**config.mk**
```make
export PLATFORM = sky130hd
export DESIGN_NAME = pipeline_debug_ctrl
export DESIGN_NICKNAME = d
export VERILOG_FILES = /design/src/rtl/pipeline_debug_ctrl.sv
export SDC_FILE = /design/constraint.sdc
export NUM_CORES = 1
export LEC_CHECK = 0
export ABC_AREA = 1
export CAP_MARGIN = 20
export CORE_AREA = 5 5 439 441
export DETAILED_ROUTE_END_ITERATION = 7
export DIE_AREA = 0 0 444 446
export GPL_TIMING_DRIVEN = 0
export MAX_ROUTING_LAYER = met4
export SLEW_MARGIN = 20
export SYNTH_ARGS = -nofsm -noshare
export SYNTH_HDL_FRONTEND = slang
export SYNTH_SLANG_ARGS = --single-unit
```
**constraint.sdc**
```tcl
create_clock -name clock -period 3.9 [get_ports clock]
set_clock_uncertainty 0.1 [all_clocks]
set_input_delay 0.585 -clock clock [delete_from_list [all_inputs] [get_ports clock]]
set_output_delay 0.585 -clock clock [all_outputs]
set_load 0.03 [all_outputs]
```
**src/rtl/pipeline_debug_ctrl.sv**
```systemverilog
// Debug/run controller: RUN/HALT/STEP pipe enable, step sync,
// PC breakpoints, saturating cycle counter and read-back mux.
module pipeline_debug_ctrl #(
  parameter int NUM_CH      = 32,
  parameter int DATA_W      = 32,
  parameter int ADDR_W      = 7,
  parameter int NUM_BP      = 2,
  parameter int SYNC_STAGES = 2
) (
  input  logic                     clock,
  input  logic                     reset,
  input  logic                     debug_en,
  input  logic                     debug_step,
  input  logic                     run_cont,
  input  logic [DATA_W-1:0]        pc,
  input  logic                     bp_wr,
  input  logic [2:0]               bp_idx,
  input  logic [DATA_W-1:0]        bp_addr_in,
  input  logic                     bp_valid_in,
  input  logic [ADDR_W-1:0]        debug_addr,
  input  logic [NUM_CH*DATA_W-1:0] ch_data,
  output logic                     pipe_en,
  output logic                     halted,
  output logic                     bp_hit,
  output logic [DATA_W-1:0]        debug_data
);

  typedef enum logic [1:0] {
    RUN  = 2'b00,
    HALT = 2'b01,
    STEP = 2'b10
  } state_t;

  state_t                   state;
  logic                     cause;
  logic                     skip;
  logic [2:0]               lastBp;
  logic [NUM_BP-1:0]        bpValid;
  logic [DATA_W-1:0]        bpAddr [NUM_BP];
  logic [SYNC_STAGES-1:0]   syncQ;
  logic                     hist;
  logic                     stepEdge;
  logic                     bpMatch;
  logic [2:0]               hitIdx;
  logic [DATA_W-1:0]        cycleCnt;
  logic [DATA_W-1:0]        status;
  logic [DATA_W-1:0]        rdData;
  logic [31:0]              addrW;

  assign stepEdge = syncQ[SYNC_STAGES-1] & ~hist;
  assign addrW    = 32'(debug_addr);

  // Breakpoint compare; the lowest matching slot wins.
  always_comb begin
    bpMatch = 1'b0;
    hitIdx  = '0;
    for (int i = NUM_BP - 1; i >= 0; i--) begin
      if (bpValid[i] && pc == bpAddr[i]) begin
        bpMatch = 1'b1;
        hitIdx  = 3'(i);
      end
    end
  end

  assign bp_hit  = (state == RUN) && !debug_en
                && bpMatch && !skip;
  assign pipe_en = ((state == RUN) && !debug_en
                && !(bpMatch && !skip))
                || (state == STEP);
  assign halted  = (state != RUN);

  // Step button synchroniser plus history flop for edge detect.
  always_ff @(posedge clock or negedge reset) begin
    if (!reset) begin
      syncQ <= '0;
      hist  <= 1'b0;
    end else begin
      syncQ <= {syncQ[SYNC_STAGES-2:0], debug_step};
      hist  <= syncQ[SYNC_STAGES-1];
    end
  end

  // Run/halt/step state machine.
  always_ff @(posedge clock or negedge reset) begin
    if (!reset) begin
      state  <= RUN;
      cause  <= 1'b0;
      skip   <= 1'b0;
      lastBp <= '0;
    end else begin
      unique case (state)
        RUN: begin
          skip <= 1'b0;
          if (debug_en) begin
            state <= HALT;
            cause <= 1'b0;
          end else if (bpMatch && !skip) begin
            state  <= HALT;
            cause  <= 1'b1;
            lastBp <= hitIdx;
          end
        end
        HALT: begin
          if (stepEdge) begin
            state <= STEP;
          end else if (!debug_en
                    && (!cause || run_cont)) begin
            state <= RUN;
            skip  <= 1'b1;
          end
        end
        STEP:    state <= HALT;
        default: state <= RUN;
      endcase
    end
  end

  // Breakpoint slot writes; out-of-range slots are ignored.
  always_ff @(posedge clock or negedge reset) begin
    if (!reset) begin
      bpValid <= '0;
      for (int i = 0; i < NUM_BP; i++) begin
        bpAddr[i] <= '0;
      end
    end else if (bp_wr) begin
      for (int i = 0; i < NUM_BP; i++) begin
        if (32'(bp_idx) == 32'(i)) begin
          bpValid[i] <= bp_valid_in;
          bpAddr[i]  <= bp_addr_in;
        end
      end
    end
  end

  // Count enabled pipeline cycles, holding at all-ones.
  always_ff @(posedge clock or negedge reset) begin
    if (!reset) begin
      cycleCnt <= '0;
    end else if (pipe_en && cycleCnt != '1) begin
      cycleCnt <= cycleCnt + DATA_W'(1);
    end
  end

  // Read-back source select.
  always_comb begin
    status        = '0;
    status[1:0]   = state;
    status[2]     = cause;
    status[3]     = skip;
    status[10:8]  = lastBp;
    rdData        = '1;
    unique case (1'b1)
      (addrW < NUM_CH): begin
        for (int i = 0; i < NUM_CH; i++) begin
          if (addrW == 32'(i)) begin
            rdData = ch_data[i*DATA_W +: DATA_W];
          end
        end
      end
      (addrW == NUM_CH):     rdData = status;
      (addrW == NUM_CH + 1): rdData = cycleCnt;
      (addrW >= NUM_CH + 2
        && addrW < NUM_CH + 2 + NUM_BP): begin
        for (int i = 0; i < NUM_BP; i++) begin
          if (addrW == 32'(NUM_CH + 2 + i)) begin
            rdData = bpAddr[i];
          end
        end
      end
      default: rdData = '1;
    endcase
  end

  // Registered read-back output.
  always_ff @(posedge clock or negedge reset) begin
    if (!reset) begin
      debug_data <= '0;
    end else begin
      debug_data <= rdData;
    end
  end

endmodule

```
==> results of run 1 <==
==> worst reg2reg max path: stages, from the launching register on <==
cell     delay (ns)
dfrtp_1        0.38
inv_1          0.14
nor2_1         0.09
or4_1          0.57
nor4_2         0.50
nand3_1        0.13
nand2_1        0.14
nand2_2        0.08
nand2_2        0.08
o21ai_2        0.12
nand2_2        0.11
buf_6          0.16
nor4_4         0.06
nand2_4        0.08
nor2_4         0.05
nand2_2        0.08
nor2_2         0.04
xor2_1         0.14
==> routing by layer <==
metal	wire [microns]	vias to the layer above
met1	83130	12910
met5	0	-
met3	11930	235
li1	-	11970
met4	7811	0
met2	102300	1319
==> through the flow <==
step	setup slack (ns)	total power [mW]
final	-0.7648	6.665
after global routing	-0.7645	6.928
after CTS	-0.8191	6.651
after detailed placement	-3.024	4.826
after global placement	-3.817	4.809
after floorplan	0.2658	2.700
==> where the power goes <==
part           internal (mW)  switching [mW]  total [mW]
Sequential              1.65           0.278        1.93
Clock                  0.931           0.766        1.70
Combinational           1.47            1.57        3.03
Total                   4.05            2.61        6.66
==> timing repair <==
item	4_1_cts	5_1_grt
hold endpoints to repair	51	0
pin swaps	154	225
endpoints found under the setup margin	34	34
cloned	0	1
setup buffers	68	26
resized for setup	426	151
hold buffers	1	0
==> state kept, by name, indices dropped and copies added (netlist names) <==
register,flops
bpValid,2
state,2
hist,1
cause,1
syncQ,2
cycleCnt,32
bpAddr,64
lastBp,1
skip,1
debug_data,32
==> cells in the final DEF (no fill, tap or decap), drive strengths merged, types with 27 or more instances in the layout <==
cell type / netlist / layout
inv: 360 / 362
nor2: 486 / 486
clkdlybuf4s50: 0 / 1123
nor3: 36 / 36
clkbuf: 99 / 117
nand4: 211 / 211
dfrtp: 138 / 138
diode: 0 / 29
xor2: 42 / 42
nor4: 27 / 27
a211oi: 27 / 27
nand3: 97 / 97
or2: 501 / 501
o21ai: 206 / 206
buf: 26 / 130
nand2: 632 / 632
==> kinds of logic after synthesis <==
| kind of cell | after synthesis |
|---|---|
| xor gates and xnor gates | 48 |
| AOI/OAI and AO/OA | 280 |
| buffers and inverters | 486 |
| DFF | 138 |
| and+or+nand+nor | 2001 |
| adders and majority gates | 1 |
==> final cells by class <==
type	instances	area, sq um	share of cell area
repair buffers	1235	12420	0.3538
clock inverters	12	127.6	0.003635
inverters	361	1396	0.03978
flip-flops and latches	138	3453	0.09837
plain buffers	123	905.9	0.02580
multi-input cells	2330	13130	0.3741
diodes	29	72.57	0.002067
well taps	2511	3142	0.08950
clock buffers	20	456.7	0.01301
==> final timing paths <==
check                                   start             end  slack [ns]  cells past startpoint
max in group asynchronous               reset  debug_data[25]        2.29                      3
worst min register to register       syncQ[0]        syncQ[1]        0.26                      0
worst max-delay path            debug_addr[5]  debug_data[15]       -0.76                     27
worst min-delay path                 syncQ[0]        syncQ[1]        0.26                      0
min in group asynchronous               reset      bpAddr[43]        0.58                      2
worst max register to register     bpAddr[21]    cycleCnt[30]        0.74                     17
==> impl_metrics.csv, run 1 <==
group,metric,value,unit
global_routing,grtUsageMet1,0.2404,
clocking,cts-buffers-inserted,17,
global_routing,gr-usage-met2,0.3484,
run,cap_viol_max_count,0,
pwr,p_leak,13.99,nW
logic_synthesis,yosys_warnings,0,
clocking,clk_pin_slew,0.07,ns
critical_path,critPathMostFrequentCell,"nand4_1",
layout,drive_above_1_share,0.2283,
detailed_routing,drt_first_pass_iters,6,
timing,slew_viol_final,0,
logic_synthesis,syn_nets,4060,
floorplan,die_w,444,microns
timing,finalSetupViolations,17,
logic_synthesis,synthMuxAreaShare,0,
logic_synthesis,synthDistinctLibCells,49,
global_routing,grt_max_degree,88,
critical_path,startpoint_type,"primary input",
critical_path,crit_arrival,4.95,ns
detailed_routing,drt-vias-per-instance,3.911,
outcome,violations,"setup timing",
timing,fin_ws,-0.7648,ns
critical_path,crit_path_top_delay_cell,"nand4_1",
floorplan,initial_core_util,0.09030,
critical_path,criticalPathCategory,"in2reg",
critical_path,cp_slowest_stage_delay,0.47,ns
placed_design,numPortBuffers,1139,
layout,area_growth,105.9,%
timing,hold_violations,0,
logic_synthesis,synth_compound_area_frac,0.09130,
global_routing,grt.total_usage,0.2008,
timing,tightest_slew,1.118,ns
timing,rsz0062_at_grt,"true",
worst_hold_path,hp-class,"reg2reg",
logic_synthesis,synth_top_area_cell,"dfrtp_1",
layout,instances_no_fill,6759,
logic_synthesis,synth-main-ff-cell,"dfrtp_1",
clocking,ctsHtreeMaxLevel,4,
critical_path,cp-end-kind,"flop",
floorplan,core,0.1888,sq mm
timing,final.setup.tns,-4.207,ns
clocking,clockBufferDepth,2,
floorplan,dieArea,0.1980,sq mm
placed_design,gp_congestion,1.082,
critical_path,cp_data_required_time,4.18,ns
layout,layout.nets,5312,
timing,timing.hold.ws,0.2603,ns
timing,period_share,1.196,
timing,max_freq,214.4,MHz
logic_synthesis,avgSynthCellArea,5.771,sq um
logic_synthesis,synth-edff-count,0,
detailed_routing,routedWlPerCell,30.35,microns
logic_synthesis,synth.most_common_cell,"nand2_1",
placed_design,dpl.hpwl,181.9,mm
logic_synthesis,synth_top_cell_area_share,0.2026,
global_routing,overflow,0,
critical_path,path_buf_inv,5,
layout,fillers,21670,
critical_path,crit_family,"simple AND/OR/NAND/NOR gates",
pwr,power.density,189.8,mW/mm^2
logic_synthesis,synth-xor-area-share,0.02466,
logic_synthesis,yosys.area_share.simple,0.5699,
clocking,clock_latency,0.46,ns
logic_synthesis,synth_area,0.01705,sq mm
global_routing,antenna_found_initial,80,
clocking,clock_sinks,138,
global_routing,grt_first_pass_wirelength,257.6,mm
detailed_routing,route.detailed.drc,0,
timing,min_period,4.665,ns
logic_synthesis,synth_commonest_cells,"nand2_1 (619), or2_2 (486), nor2_1 (476), inv_1 (350), nand4_1 (211)",
logic_synthesis,yosys-top-cells-area,"dfrtp_1 (20%), or2_2 (18%), nand2_1 (14%)",
placed_design,dp.cells,6607,
logic_synthesis,synthCells,2954,
floorplan,pin_count,1140,
outcome,status,"complete, but fails checks",
logic_synthesis,synth_seq_cells,138,
detailed_routing,drtIter0Drc,2229,
pwr,ir_worst_vdd,255.6,uV
floorplan,dieHeight,446,microns
detailed_routing,wirelength,205.1,mm
layout,fin_util,0.1860,
detailed_routing,postRouteAntennaNets,0,
floorplan,placementRows,160,
global_routing,grt.busiest_layer,"met2",
clocking,root_buffer,"clkbuf_16",
clocking,cts_tree,"done",
timing,relSlewSlack,0.2548,
critical_path,cp_max_fo,6,
global_routing,grt_pass1_vias,26240,
logic_synthesis,ys_seq_area_frac,0.2026,
detailed_routing,vias,26440,
layout,stdcell_area,0.03510,sq mm
global_routing,grt_util_met3,0.02869,
logic_synthesis,synth_fa_ha_area_frac,0.0007339,
logic_synthesis,async_flop_share,1.000,
logic_synthesis,synth_top_family_by_area,"simple AND/OR/NAND/NOR gates",
placed_design,dpl_cell_area,0.03168,sq mm
(Power assumes the default switching activity.)
==> run 2, diff against run 1 <==
--- a/config.mk
+++ b/config.mk
@@ -7,11 +7,13 @@
 export LEC_CHECK = 0
 export ABC_AREA = 1
 export CAP_MARGIN = 20
-export CORE_AREA = 5 5 439 441
+export CORE_AREA = 2 2 449 451
+export CTS_BUF_LIST = sky130_fd_sc_hd__clkbuf_16
 export DETAILED_ROUTE_END_ITERATION = 7
-export DIE_AREA = 0 0 444 446
+export DIE_AREA = 0 0 451 453
 export GPL_TIMING_DRIVEN = 0
 export MAX_ROUTING_LAYER = met4
+export PLACE_DENSITY = 0.39
 export SLEW_MARGIN = 20
 export SYNTH_ARGS = -nofsm -noshare
 export SYNTH_HDL_FRONTEND = slang
==> run 2 against run 1 <==
The run ends with hold timing, setup timing left; sequential power is essentially flat; count of clock-buffer cells in the layout shrank 3; die area grew 3.2%; highest routed layer unchanged; worst setup slack gained 0.011 ns; combinational power is essentially flat; register-to-register slack gained 0.03 ns.
==> impl_metrics.csv, run 2 (synthesis results as in run 1) <==
group,metric,value,unit
layout,largest_reg_flops,64,
timing,max_freq,214.9,MHz
placed_design,dpl_cell_area,0.03197,sq mm
layout,final_common_cell,"clkdlybuf4s50_1",
global_routing,grt_pass1_vias,26190,
critical_path,cp-end-kind,"flop",
detailed_routing,drt_first_pass_iters,6,
critical_path,crit_arrival,4.94,ns
pwr,combinationalPowerShare,0.441,
timing,final.setup.tns,-4.135,ns
floorplan,die_w,451,microns
timing,fin_ws,-0.7542,ns
detailed_routing,routedWlPerCell,31.37,microns
timing,min_period,4.654,ns
clocking,clockBufferDepth,2,
timing,period_share,1.193,
pwr,power.internal,4.267,mW
critical_path,crit_family,"simple AND/OR/NAND/NOR gates",
floorplan,pin_count,1140,
layout,fillers,22970,
global_routing,grt_first_pass_wirelength,270.9,mm
timing,relSlewSlack,0.2053,
timing,slew_viol_final,0,
detailed_routing,postRouteAntennaNets,0,
placed_design,dpl.hpwl,193.9,mm
pwr,power.density,193.8,mW/mm^2
layout,regMostFlops,"bpAddr",
timing,finalSetupViolations,18,
clocking,cts-buffers-inserted,17,
timing,hold_violations,3,
timing,timing.hold.ws,-0.02828,ns
timing,rsz0062_at_grt,"true",
timing,tightest_slew,1.185,ns
run,cap_viol_max_count,0,
critical_path,criticalPathCategory,"in2reg",
detailed_routing,drt-vias-per-instance,3.770,
pwr,swShare,0.3811,
layout,stdcell_area,0.03557,sq mm
outcome,violations,"hold timing, setup timing",
floorplan,dieHeight,453,microns
floorplan,initial_core_util,0.08556,
global_routing,antenna_found_initial,89,
clocking,ctsHtreeMaxLevel,4,
clocking,cts_tree,"done",
global_routing,grt.total_usage,0.2084,
critical_path,critPathMostFrequentCell,"nand4_1",
outcome,status,"complete, but fails checks",
floorplan,placementRows,164,
pwr,p_clk_frac,0.275,
critical_path,startpoint_type,"primary input",
clocking,clk_pin_slew,0.07,ns
pwr,seqPwrFrac,0.283,
critical_path,cp_data_required_time,4.19,ns
clocking,clock_latency,0.45,ns
pwr,ir_worst_vdd,333.5,uV
layout,final_cell_mix,"clkdlybuf4s50_1 (1118), nand2_1 (507), or2_2 (485), nor2_1 (381), inv_1 (340)",
critical_path,cp_slowest_stage_delay,0.57,ns
detailed_routing,route.detailed.drc,0,
critical_path,path_buf_inv,5,
critical_path,crit_path_top_delay_cell,"nand4_1",
placed_design,gp_congestion,0.9591,
detailed_routing,drtIter0Drc,2022,
pwr,finalPower,6.894,mW
clocking,root_buffer,"clkbuf_16",
critical_path,cp_max_fo,10,
pwr,p_leak,14.12,nW
layout,drive_above_1_share,0.2398,
critical_path,crit_chain,"buf_8 > inv_4 > nand2_4 > nor2_4 > buf_12 > buf_4 > nand2_8 > buf_4 > or2_4 > nand4_1 > nor3_2 > nand4_1 > nor2_2 > nand4_1 > nor2_4 > nand4_1 > nor2_2 > nand4_1 > nand2_1 > nand4_1 > nand2_1",
global_routing,grt_max_degree,71,
global_routing,overflow,0,
layout,layout.nets,5309,
clocking,cts_hold_buf,0,
worst_hold_path,hp-class,"in2async",
clocking,clock_sinks,138,
detailed_routing,wirelength,216.9,mm
placed_design,numPortBuffers,1139,
layout,reg_top3,"bpAddr (64), cycleCnt (32), debug_data (32)",
floorplan,core,0.1992,sq mm
detailed_routing,vias,26070,
layout,area_growth,108.7,%
pwr,p_sw,2.627,mW
floorplan,dieArea,0.2043,sq mm
## run 2: final timing paths
check / start / endpoint / slack, ns / cells after the start
max reg2reg: bpAddr[28] / cycleCnt[25] / 0.77 / 16
min: reset / debug_data[24] / -0.03 / 1
max in group asynchronous: reset / bpAddr[45] / 2.86 / 2
min in group clock: syncQ[0] / syncQ[1] / 0.25 / 0
min reg2reg: syncQ[0] / syncQ[1] / 0.25 / 0
max: debug_addr[6] / debug_data[12] / -0.75 / 21
## run 2: metrics by stage
step | std cells | setup WS (ns) | util
global placement | 6749 | -4.145 | 0.1595
floorplan | 2954 | 0.2658 | -
CTS | 6859 | -0.8931 | 0.1749
global route | 6897 | -0.7403 | 0.1783
finish | 6914 | -0.7542 | 0.1785
detailed placement | 6756 | -3.078 | 0.1605
## run 2: area by class of cell
type | count | area [sq um] | area share
well taps | 2656 | 3323 | 0.09343
clock inverters | 15 | 222.7 | 0.006261
plain buffers | 125 | 892.1 | 0.02508
repair buffers | 1230 | 12440 | 0.3496
diodes | 42 | 105.1 | 0.002955
multi-input cells | 2330 | 13310 | 0.3741
inverters | 361 | 1406 | 0.03954
flip-flops and latches | 138 | 3453 | 0.09708
clock buffers | 17 | 425.4 | 0.01196
## run 2: power by group through the flow
stage	registers, mW	logic (mW)	clock network, mW
after floorplan	1.87	0.825	0
after global placement	1.97	2.87	0
after detailed placement	1.97	2.88	0
after CTS	1.95	3.03	1.93
after global routing	1.98	3.22	1.97
final	1.95	3.04	1.90
## run 2: layer usage
| layer | wire length, microns | up-vias | global-route usage |
|---|---|---|---|
| met3 | 10110 | 202 | 0.02741 |
| met5 | 0 | - | - |
| met2 | 112600 | 1080 | 0.3782 |
| met1 | 89010 | 12800 | 0.2442 |
| met4 | 5195 | 0 | 0.04060 |
| li1 | - | 11990 | - |
## run 2: repair_timing
| item | 4_1_cts | 5_1_grt |
|---|---|---|
| resized for setup | 500 | 147 |
| setup buffers | 70 | 14 |
| cloned | 1 | 0 |
| setup endpoints to repair | 34 | 33 |
| pin swaps | 206 | 288 |
